File: src/rtl/tx_pkt_dispatcher.sv
// tx_pkt_dispatcher: pops fixed-length inband packets from the show-ahead TX USB
// FIFO, parses the 4-word header and steers the payload to one sample
// channel FIFO or to the command path. Tracks timestamp/burst flags, a
// sticky over-length error and a count of packets dropped for a bad channel.
module tx_pkt_dispatcher #(
    parameter int         NUM_CHAN  = 2,
    parameter int         PKT_WORDS = 256,
    parameter logic [4:0] CTRL_CHAN = 5'h1F
) (
    input  logic                rxclk,
    input  logic                reset,
    input  logic                have_pkt,
    input  logic                pkt_empty,
    input  logic [15:0]         pkt_data,
    output logic                pkt_rdreq,
    input  logic [NUM_CHAN-1:0] chan_full,
    output logic [NUM_CHAN-1:0] chan_wrreq,
    output logic [15:0]         chan_wrdata,
    input  logic                cmd_WR_enabled,
    output logic                cmd_WR,
    output logic [15:0]         cmd_databus,
    output logic                cmd_WR_done,
    output logic [31:0]         pkt_timestamp,
    output logic [4:0]          pkt_chan,
    output logic                pkt_sob,
    output logic                pkt_eob,
    output logic                hdr_valid,
    output logic                len_err,
    output logic [15:0]         drop_count,
    input  logic                clear_status
);
    // Header is 4 words; the rest of the packet is payload plus pad.
    localparam logic [8:0] PKT_LEN   = 9'(PKT_WORDS);
    localparam logic [8:0] MAX_WORDS = 9'(PKT_WORDS - 4);
    localparam logic [8:0] MAX_BYTES = 9'(2 * (PKT_WORDS - 4));

    typedef enum logic [2:0] {IDLE, HDR0, HDR1, TS0, TS1, PAYLOAD, PAD, DONE} state_t;

    state_t      state_q, state_d;
    logic [8:0]  consumed_q, consumed_d;
    logic [8:0]  nwords_q, nwords_d;
    logic [8:0]  words_left_q, words_left_d;
    logic [4:0]  chan_q, chan_d;
    logic [31:0] ts_q, ts_d;
    logic        sob_q, sob_d, eob_q, eob_d;
    logic        hdr_valid_q, hdr_valid_d;
    logic        cmd_done_q, cmd_done_d;
    logic        len_err_q, len_err_d;
    logic [15:0] drop_count_q, drop_count_d;

    logic [NUM_CHAN-1:0] chan_sel;
    logic                is_ctrl, chan_ok, sink_ready, pop, payload_pop;
    logic [9:0]          len_p1;

    // One decode line per sample channel; chan_q is compared, never used as an index.
    for (genvar gi = 0; gi < NUM_CHAN; gi++) begin : g_chan
        assign chan_sel[gi]   = (chan_q == 5'(gi));
        assign chan_wrreq[gi] = payload_pop & chan_sel[gi];
    end

    assign is_ctrl     = (chan_q == CTRL_CHAN);
    assign chan_ok     = (|chan_sel) | is_ctrl;
    assign sink_ready  = is_ctrl ? cmd_WR_enabled : |(chan_sel & ~chan_full);
    assign payload_pop = pop & (state_q == PAYLOAD);
    assign len_p1      = {1'b0, pkt_data[8:0]} + 10'd1;

    // Pop decision: combinational so a stall or an empty FIFO blocks the pop the same cycle.
    always_comb begin
        pop = 1'b0;
        case (state_q)
            HDR0, HDR1, TS0, TS1: pop = ~pkt_empty;
            PAYLOAD:              pop = ~pkt_empty & sink_ready;
            PAD:                  pop = ~pkt_empty & (consumed_q != PKT_LEN);
            default:              pop = 1'b0;
        endcase
    end

    // Next-state and field-capture logic for the packet walk.
    always_comb begin
        state_d      = state_q;
        consumed_d   = (state_q == IDLE) ? 9'd0 : consumed_q + {8'd0, pop};
        nwords_d     = nwords_q;
        words_left_d = words_left_q;
        chan_d       = chan_q;
        ts_d         = ts_q;
        sob_d        = sob_q;
        eob_d        = eob_q;
        hdr_valid_d  = 1'b0;
        cmd_done_d   = 1'b0;
        len_err_d    = len_err_q & ~clear_status;
        drop_count_d = drop_count_q;
        case (state_q)
            IDLE: if (have_pkt && !pkt_empty) state_d = HDR0;
            HDR0: if (pop) begin
                if (pkt_data[8:0] > MAX_BYTES) begin
                    nwords_d  = MAX_WORDS;
                    len_err_d = 1'b1;   // a set in the same cycle as clear wins
                end else begin
                    nwords_d  = len_p1[9:1];
                end
                words_left_d = nwords_d;
                state_d      = HDR1;
            end
            HDR1: if (pop) begin
                chan_d  = pkt_data[4:0];
                sob_d   = pkt_data[13];
                eob_d   = pkt_data[12];
                state_d = TS0;
            end
            TS0: if (pop) begin
                ts_d[15:0] = pkt_data;
                state_d    = TS1;
            end
            TS1: if (pop) begin
                ts_d[31:16] = pkt_data;
                hdr_valid_d = 1'b1;
                if (!chan_ok) begin
                    // Unknown channel: the payload is discarded at pad rate.
                    if (drop_count_q != 16'hFFFF) drop_count_d = drop_count_q + 16'd1;
                    state_d = PAD;
                end else if (nwords_q != 9'd0) begin
                    state_d = PAYLOAD;
                end else begin
                    state_d = PAD;
                end
            end
            PAYLOAD: if (pop) begin
                words_left_d = words_left_q - 9'd1;
                if (words_left_q == 9'd1) state_d = PAD;
            end
            PAD: if (consumed_q == PKT_LEN) begin
                cmd_done_d = is_ctrl & (nwords_q != 9'd0);
                state_d    = DONE;
            end
            default: state_d = IDLE;
        endcase
        if (clear_status) drop_count_d = 16'd0;
    end

    // State and registered outputs.
    always_ff @(posedge rxclk) begin
        if (reset) begin
            state_q      <= IDLE;
            consumed_q   <= 9'd0;
            nwords_q     <= 9'd0;
            words_left_q <= 9'd0;
            chan_q       <= 5'd0;
            ts_q         <= 32'd0;
            sob_q        <= 1'b0;
            eob_q        <= 1'b0;
            hdr_valid_q  <= 1'b0;
            cmd_done_q   <= 1'b0;
            len_err_q    <= 1'b0;
            drop_count_q <= 16'd0;
        end else begin
            state_q      <= state_d;
            consumed_q   <= consumed_d;
            nwords_q     <= nwords_d;
            words_left_q <= words_left_d;
            chan_q       <= chan_d;
            ts_q         <= ts_d;
            sob_q        <= sob_d;
            eob_q        <= eob_d;
            hdr_valid_q  <= hdr_valid_d;
            cmd_done_q   <= cmd_done_d;
            len_err_q    <= len_err_d;
            drop_count_q <= drop_count_d;
        end
    end

    assign pkt_rdreq     = pop;
    assign chan_wrdata   = pkt_data;
    assign cmd_WR        = payload_pop & is_ctrl;
    assign cmd_databus   = pkt_data;
    assign cmd_WR_done   = cmd_done_q;
    assign pkt_timestamp = ts_q;
    assign pkt_chan      = chan_q;
    assign pkt_sob       = sob_q;
    assign pkt_eob       = eob_q;
    assign hdr_valid     = hdr_valid_q;
    assign len_err       = len_err_q;
    assign drop_count    = drop_count_q;
endmodule
File: config.mk
export PLATFORM = sky130hd
export DESIGN_NAME = tx_pkt_dispatcher
export DESIGN_NICKNAME = d
export VERILOG_FILES = /design/src/rtl/tx_pkt_dispatcher.sv
export SDC_FILE = /design/constraint.sdc
export NUM_CORES = 1
export LEC_CHECK = 0
export BUFFER_PORTS_ARGS = -buffer_cell sky130_fd_sc_hd__buf_2
export CAP_MARGIN = 20
export CORE_MARGIN = 1
export CORE_UTILIZATION = 25
export DETAILED_ROUTE_END_ITERATION = 8
export SLEW_MARGIN = 40
export SYNTH_ARGS = -nofsm -noshare
export SYNTH_HDL_FRONTEND = slang
export SYNTH_SLANG_ARGS = --single-unit
export TNS_END_PERCENT = 10
File: constraint.sdc
create_clock -name rxclk -period 3.1 [get_ports rxclk]
set_input_delay 0.155 -clock rxclk [delete_from_list [all_inputs] [get_ports rxclk]]
set_output_delay 0.155 -clock rxclk [all_outputs]
set_load 0.005 [all_outputs]
# Word level (Yosys, flattened, before mapping)
# Cells that the tools add are included.
# op_classes
n_addsub,4
mul,0
n_div,0
magnitude_cmp,1
n_eq_ne,20
shifts,0
n_mux,21
bitwise_logic,17
n_reduce_logical,20
# op_table
operator,n
two-way mux 9 bit,3
two-way mux 3 bit,8
one-hot mux 3 bit (7 select lines),1
one-hot mux 9 bit (2 select lines),1
adder 16 x 1 -> 16 bit (second input constant),1
inequality test 16 bit (second input constant),1
inequality test 2 bit (second input constant),6
adder 9 x 1 -> 10 bit (second input constant),1
OR reduction 2 bit,5
adder 9 x 1 -> 9 bit,1
equality test 3 bit (second input constant),3
equality test 9 x 1 -> 1 bit (second input constant),1
equality test 9 bit (second input constant),1
> comparator 9 bit (second input constant),1
inequality test 9 bit (second input constant),1
nonzero test 9 bit,1
subtractor 9 x 1 -> 9 bit (second input constant),1
AND 1 bit,8
AND reduction 2 bit,4
AND reduction 8 bit,1
equality test 3 x 2 -> 1 bit (second input constant),2
inverter 1 bit,6
equality test 5 x 1 -> 1 bit (second input constant),1
equality test 5 bit (second input constant),1
17 further kinds,23
# totals
ff_bits,88
latchBits,0
ramBits,0
rom_bits,0
in_bits,24
output_inout_bits,94
elab_cells,96
mem_count,0

# Depth between registers and ports, before layout
# Gate-level depths: netlist of the first run.
# logic_depth
word_depth,8
ltp_mapped,11
depth_no_buf,10

# Worst setup path after synthesis of the first run
# Ideal clock, no wire load.
# synth_timing
kind,flip-flop to flip-flop
startpoint,"register chan_q[1], in the netlist pkt_chan[1]"
endpoint,register consumed_q[6]
setup_ns,0.128
t_arrival_ns,2.468
t_required_ns,2.972
path_slack_ns,0.504
stages_incl_launch_ff,11
synth_period_minus_slack_ns,2.596
path_cell_list,dfxtp_1 nor4_2 a22o_1 a21oi_1 a311oi_1 and2_1 ha_1 and3_1 nand3_1 xor2_1 nor2_1
# synth_between
elab_chain_cells,7
word_cells_on_any_way,9
# synth_lines
element,line_no,source
from (decl),43,"logic [4:0] chan_q, chan_d;"
from (signal assigned),160,chan_q <= chan_d;
equality test 5 x 1 -> 1 bit / logical NOT 5 bit (equally long branches),57,assign chan_sel[gi] = (chan_q == 5'(gi));
AND 2 bit,63,assign sink_ready = is_ctrl ? cmd_WR_enabled : |(chan_sel & ~chan_full);
OR reduction 2 bit,63,
two-way mux 1 bit *,63,
AND 1 bit *,72,PAYLOAD: pop = ~pkt_empty & sink_ready;
one-hot mux 1 bit (3 select lines) *,70,case (state_q)
net pkt_rdreq,15,"output logic pkt_rdreq,"
adder 9 x 1 -> 9 bit *,81,"consumed_d = (state_q == IDLE) ? 9'd0 : consumed_q + {8'd0, pop};"
to (signal assigned),157,consumed_q <= consumed_d;
to (decl),40,"logic [8:0] consumed_q, consumed_d;"
# The timed path passes the listed nets; every way through them passes the cells marked *.
# A chain may end at the register's enable or synchronous reset.

# Final worst setup path of the first run
# layout_timing
startpoint,"register chan_q[1], in the netlist pkt_chan[1]"
endpoint,register consumed_q[6]
# layout_between
elab_chain_cells,7
word_cells_on_any_way,9
# layout_lines
element,line_no
equality test 5 x 1 -> 1 bit / logical NOT 5 bit (equally long branches),57
AND 2 bit,63
OR reduction 2 bit,63
two-way mux 1 bit *,63
AND 1 bit *,72
one-hot mux 1 bit (3 select lines) *,70
adder 9 x 1 -> 9 bit *,81
# Mark *: on every way between the ends. The rest lies on a longest branch, timed or not.

==> qor.csv, run 1 <==
metric,value,unit
Int Pwr,1.98,mW
top_reg_cell synth,dfxtp_1,
yosys warns,0,
Cell Pwr Density,499,mW/mm^2
post-synth top area share,40.8,%
Netlist cell types,54,
Post-Syn Area,0.00432,sq mm
Fill cells,1788,
critical path endpoint category,flop,
GR Overflow Total,0,
largest net degree at the start of global routing,53,
first-pass GRT wire length,19.0,mm
HP Start,pkt_data[10],
Sw Share,24.1,%
launching point of the worst reg2reg path,pkt_chan[1],
post-cts sizing count,0,
diode count,0,
Initial DRC Count,232,
Period minus WS final,2.68,ns
ys async rst share,0,%
Hold EP,pkt_timestamp[10],
number of synthesized flops with an enable pin,0,
worst rel slew slack,51.5,%
sequential share of power,45.0,%
GR Util All Layers,13.4,%
crit path DAT,2.90,ns
Logic pwr share,9.8,%
multi-input logic area,0.00218,sq mm
most area-hungry cell type in the Yosys netlist,dfxtp_1,
R2R cell count,10,
ratio of cells with drive above 1 in the final layout,25.5,%
Final Hold Fails,0,
RSZ-0062 raised after global routing,no,
max_cap viols,0,
most common cell in the synthesized netlist,nand2_1,
R2R setup slack,0.42,ns
sequential share of the synthesized area,40.8,%
fmax,0.373,GHz
deepest clock path buffer count,2,
Root Driver,clkbuf_16,
Starting Density,25.9,%
CP required,3.32,ns
HPWL after detailed placement,8.48,mm
vias in the first global route,3588,
max-slew violations,0,
core region area,0.0167,sq mm
P_sw,0.629,mW
clock power share,45.2,%
Final Setup Violations,0,
Die W,133,microns
post-synthesis area per instance,7.97,sq um
Port Buffers,117,
drt drc,0,
die area,0.0178,sq mm
Final nets,649,
antenna violations before repair,0,
Worst-Skew Late Latency,0.34,ns
GP Congestion,0.850,
largest cells by area after synthesis,"dfxtp_1, nand2_1, a21oi_1, buf_4, nor2_1",
period utilization,86.5,%
Vias/cell,4.82,
die height,133,microns
Final TNS setup,0,ns
type of the most critical hold path,in2reg,
WHS Path Cells,3,
Post-CTS Setup Inserts,0,
leakage power,2.10,nW
Vias,4060,
drt pass-1 iters,4,
top fanout value on the critical path,6,
worst slew pin tran,0.721,ns
RR Endpoint,consumed_q[6],
DRT Wirelength,11.9,mm
Area growth syn-to-layout,21.0,%
clock sink count,88,
"antenna viol nets, final",0,
Syn Nets,572,
cells after synthesis,542,
Top-Level Pins,118,
status,"complete, no violations",
number of cell rows,47,
startpoint types,flop,
CTS Buf Count,9,
CTS H-tree lvls,3,
Hold Buf Count CTS,0,
register bit total from synthesis,88,
total power,2.61,mW
post-route clock skew,0.00858,ns
"top cells by count, synth","nand2_1, dfxtp_1, a21oi_1",
Clock transition at path regs,0.07,ns
CTS tree,yes,
type of the worst setup path,reg2reg,
Avg WL per Cell,14.1,microns
VDD IR-drop max,0.269,mV
register area,0.00176,sq mm
cells by family after synthesis:
logic type	Yosys count	synth area share [%]
AND/OR/NAND/NOR	246	27.6
AO/OA/AOI/OAI	110	15.8
flip-flops	88	40.8
buffers and inverters	69	9.13
XOR/XNOR	18	3.65
adder cells (fa/ha/maj)	6	1.74
multiplexers	5	1.25
cell usage in the layout (no fill, tap or decap), types with 6 or more instances in the layout:
cell type	instances
xnor2_1	6
nor2_1	43
nand2_1	105
xor2_1	12
dfxtp_1	88
nor3_1	10
buf_2	117
nand4_1	7
ha_1	6
a211oi_1	6
nand3_1	20
nor4_1	10
o21ai_0	10
o211ai_1	7
clkbuf_16	9
and4_1	6
and3_1	7
buf_4	10
inv_1	8
a21oi_1	60
worst max-delay path, stage by stage, from the launching register on:
cell and delay (ns):
dfxtp_1 0.34, nor4_2 0.63, a22o_1 0.26, a21oi_1 0.08
a311oi_1 0.39, and2_1 0.19, ha_1 0.17, and3_1 0.22
nand3_1 0.11, xor2_1 0.14, nor2_1 0.05
state kept, by name, indices dropped and copies added, names as in the netlist:
signal,flops
pkt_timestamp,32
drop_count,16
consumed_q,9
nwords_q,9
words_left_q,9
pkt_chan,5
state_q,3
cmd_WR_done,1
hdr_valid,1
len_err,1
pkt_eob,1
pkt_sob,1
final cells by class:
cell class | instances | share of cell area, %
multi-input cells | 385 | 41.7
flip-flops and latches | 88 | 33.7
repair buffers | 127 | 12.6
well taps | 220 | 5.27
clock buffers | 11 | 4.64
clock inverters | 4 | 1.48
inverters | 8 | 0.574
metrics by stage:
step	setup slack [ns]	utilization [%]	area [sq um]	instances	hold WS [ns]
floorplan	0.504	-	4320	542	0.291
global placement	0.543	29.4	4900	828	0.428
detailed placement	0.479	29.4	4900	828	0.432
CTS	0.437	31.3	5220	843	0.0655
global route	0.219	31.3	5230	843	0.0737
finish	0.419	31.3	5230	843	0.0775
power groups by stage:
| stage | sequential, mW | combinational (mW) | clock (mW) |
|---|---|---|---|
| after CTS | 1.17 | 0.256 | 1.21 |
| after floorplan | 1.19 | 0.185 | 0 |
| after detailed placement | 1.20 | 0.255 | 0 |
| after global routing | 1.17 | 0.285 | 1.25 |
| final | 1.17 | 0.256 | 1.18 |
| after global placement | 1.20 | 0.256 | 0 |
routing by layer:
metal / GRT usage [%] / share of wire [%]
met3: 4.22 / 7.4
met5: 0 / 0
met1: 18.2 / 49
met4: 3.91 / 0.87
met2: 20.0 / 43
worst max path at each step:
stage               cells past startpoint  slack (ns)        start       endpoint
finish                                 10        0.42  pkt_chan[1]  consumed_q[6]
floorplan                              10        0.50  pkt_chan[1]  consumed_q[6]
detailed placement                     10        0.48  pkt_chan[1]  consumed_q[6]
global route                           10        0.22  pkt_chan[1]  consumed_q[6]
CTS                                    10        0.44  pkt_chan[1]  consumed_q[6]
global placement                       10        0.54  pkt_chan[1]  consumed_q[6]
(Power assumes the default switching activity.)
==> run 2, diff against run 1 <==
- BUFFER_PORTS_ARGS: -buffer_cell sky130_fd_sc_hd__buf_2 -> -buffer_cell sky130_fd_sc_hd__buf_4
==> run 2 against run 1 <==
Net effect: maximum frequency up 0.84%; sequential power is essentially flat; clock skew is 0.00096 ns higher; wire length rose by 2.3%; critical path type unchanged.
==> qor.csv, run 2 (synthesis gave the netlist of run 1 again) <==
metric,value,unit
worst slew pin tran,0.759,ns
period utilization,85.8,%
Vias,4035,
diode count,0,
post-route clock skew,0.00954,ns
max_cap viols,0,
Clock transition at path regs,0.07,ns
CTS tree,yes,
Die W,133,microns
CTS Buf Count,9,
fmax,0.376,GHz
"CP delay by family, top",simple AND/OR/NAND/NOR gates,
Root Driver,clkbuf_16,
startpoint types,flop,
Vias/cell,4.79,
max-slew violations,0,
die height,133,microns
Starting Density,25.9,%
largest net degree at the start of global routing,68,
type of the worst setup path,reg2reg,
drt pass-1 iters,4,
crit path DAT,2.89,ns
GR Overflow Total,0,
clock sink count,88,
placed cell area,0.00519,sq mm
final instance area,0.00550,sq mm
deepest clock path buffer count,2,
post-cts sizing count,0,
register area,0.00176,sq mm
Final TNS setup,0,ns
R2R setup slack,0.44,ns
Port Buffers,117,
VDD IR-drop max,0.261,mV
CP required,3.33,ns
"antenna viol nets, final",0,
most frequent cells in the layout,"buf_4, nand2_1, dfxtp_1",
top fanout value on the critical path,6,
final core utilization,32.9,%
worst rel slew slack,49.4,%
first-pass GRT wire length,19.4,mm
CTS H-tree lvls,3,
status,"complete, no violations",
CP Buf/Inv Count,0,
core region area,0.0167,sq mm
ratio of cells with drive above 1 in the final layout,25.7,%
critical path endpoint category,flop,
max reg flops,32,
CP peak stage delay,0.61,ns
CP max-delay cell,nor4_2,
Placed Cells,827,
Final nets,648,
GP Congestion,0.829,
Hold Buf Count CTS,0,
multi-input logic area,0.00219,sq mm
RSZ-0062 raised after global routing,no,
leakage power,2.12,nW
vias in the first global route,3675,
Fill cells,1803,
antenna violations before repair,0,
die area,0.0178,sq mm
drt drc,0,
HPWL after detailed placement,8.68,mm
Final Hold Fails,0,
worst-path cell chain,nor4_2 -> a22o_1 -> a21oi_1 -> a311oi_1 -> and2_1 -> ha_1 -> and3_1 -> nand3_1 -> xor2_1 -> nor2_1,
Finished Layout Cells,843,
Final Setup Violations,0,
GR Util All Layers,13.8,%
"most common cell after layout, fill and taps aside",buf_4,
Period minus WS final,2.66,ns
Initial DRC Count,156,
Top-Level Pins,118,
type of the most critical hold path,in2reg,
DRT Wirelength,12.2,mm
Worst-Skew Late Latency,0.35,ns
Avg WL per Cell,14.4,microns
Post-CTS Setup Inserts,0,
Area growth syn-to-layout,27.4,%
number of cell rows,47,
Cell Pwr Density,470,mW/mm^2
## run 2: path summary, 6_finish.rpt
check                            to  depth (start not counted)             start
hold reg to reg    pkt_timestamp[2]                          2  pkt_timestamp[2]
setup reg to reg      consumed_q[6]                         10       pkt_chan[1]
setup / recovery      consumed_q[6]                         10       pkt_chan[1]
hold / removal    pkt_timestamp[11]                          3      pkt_data[11]
## run 2: routing by layer
layer	vias to the layer above	GRT usage, %	part of all wire (%)
met5	-	0	0
met4	0	3.72	1.2
met3	12	5.82	9.2
met2	136	20.5	44
met1	1867	18.2	46
li1	2020	-	-
## run 2: where the power goes
| group | total [mW] | switching (mW) | internal, mW | leakage, nW |
|---|---|---|---|---|
| sequential | 1.17 | 0.0206 | 1.15 | 0.710 |
| combinational | 0.282 | 0.164 | 0.119 | 1.27 |
| clock | 1.13 | 0.492 | 0.638 | 0.146 |
## run 2: area by class of cell
cell class | count | area share (%)
clock inverters | 6 | 1.36
flip-flops and latches | 88 | 32.0
well taps | 220 | 5.00
multi-input cells | 385 | 39.7
repair buffers | 126 | 17.2
inverters | 8 | 0.546
clock buffers | 10 | 4.16
## run 2: tightest hold or removal path, delay by kind of cell
kind                   cells  cell delay (ns)
AND/OR/NAND/NOR            1             0.05
AO/OA/AOI/OAI              1             0.05
buffers and inverters      1             0.12
## run 2: metrics by stage
step	power (mW)	setup WS, ns	hold WS (ns)
2_1_floorplan	1.38	0.504	0.291
3_3_place_gp	1.48	0.516	0.431
3_5_place_dp	1.48	0.490	0.435
4_1_cts	2.61	0.428	0.0551
5_1_grt	2.70	0.115	0.0627
6_report	2.59	0.441	0.0659
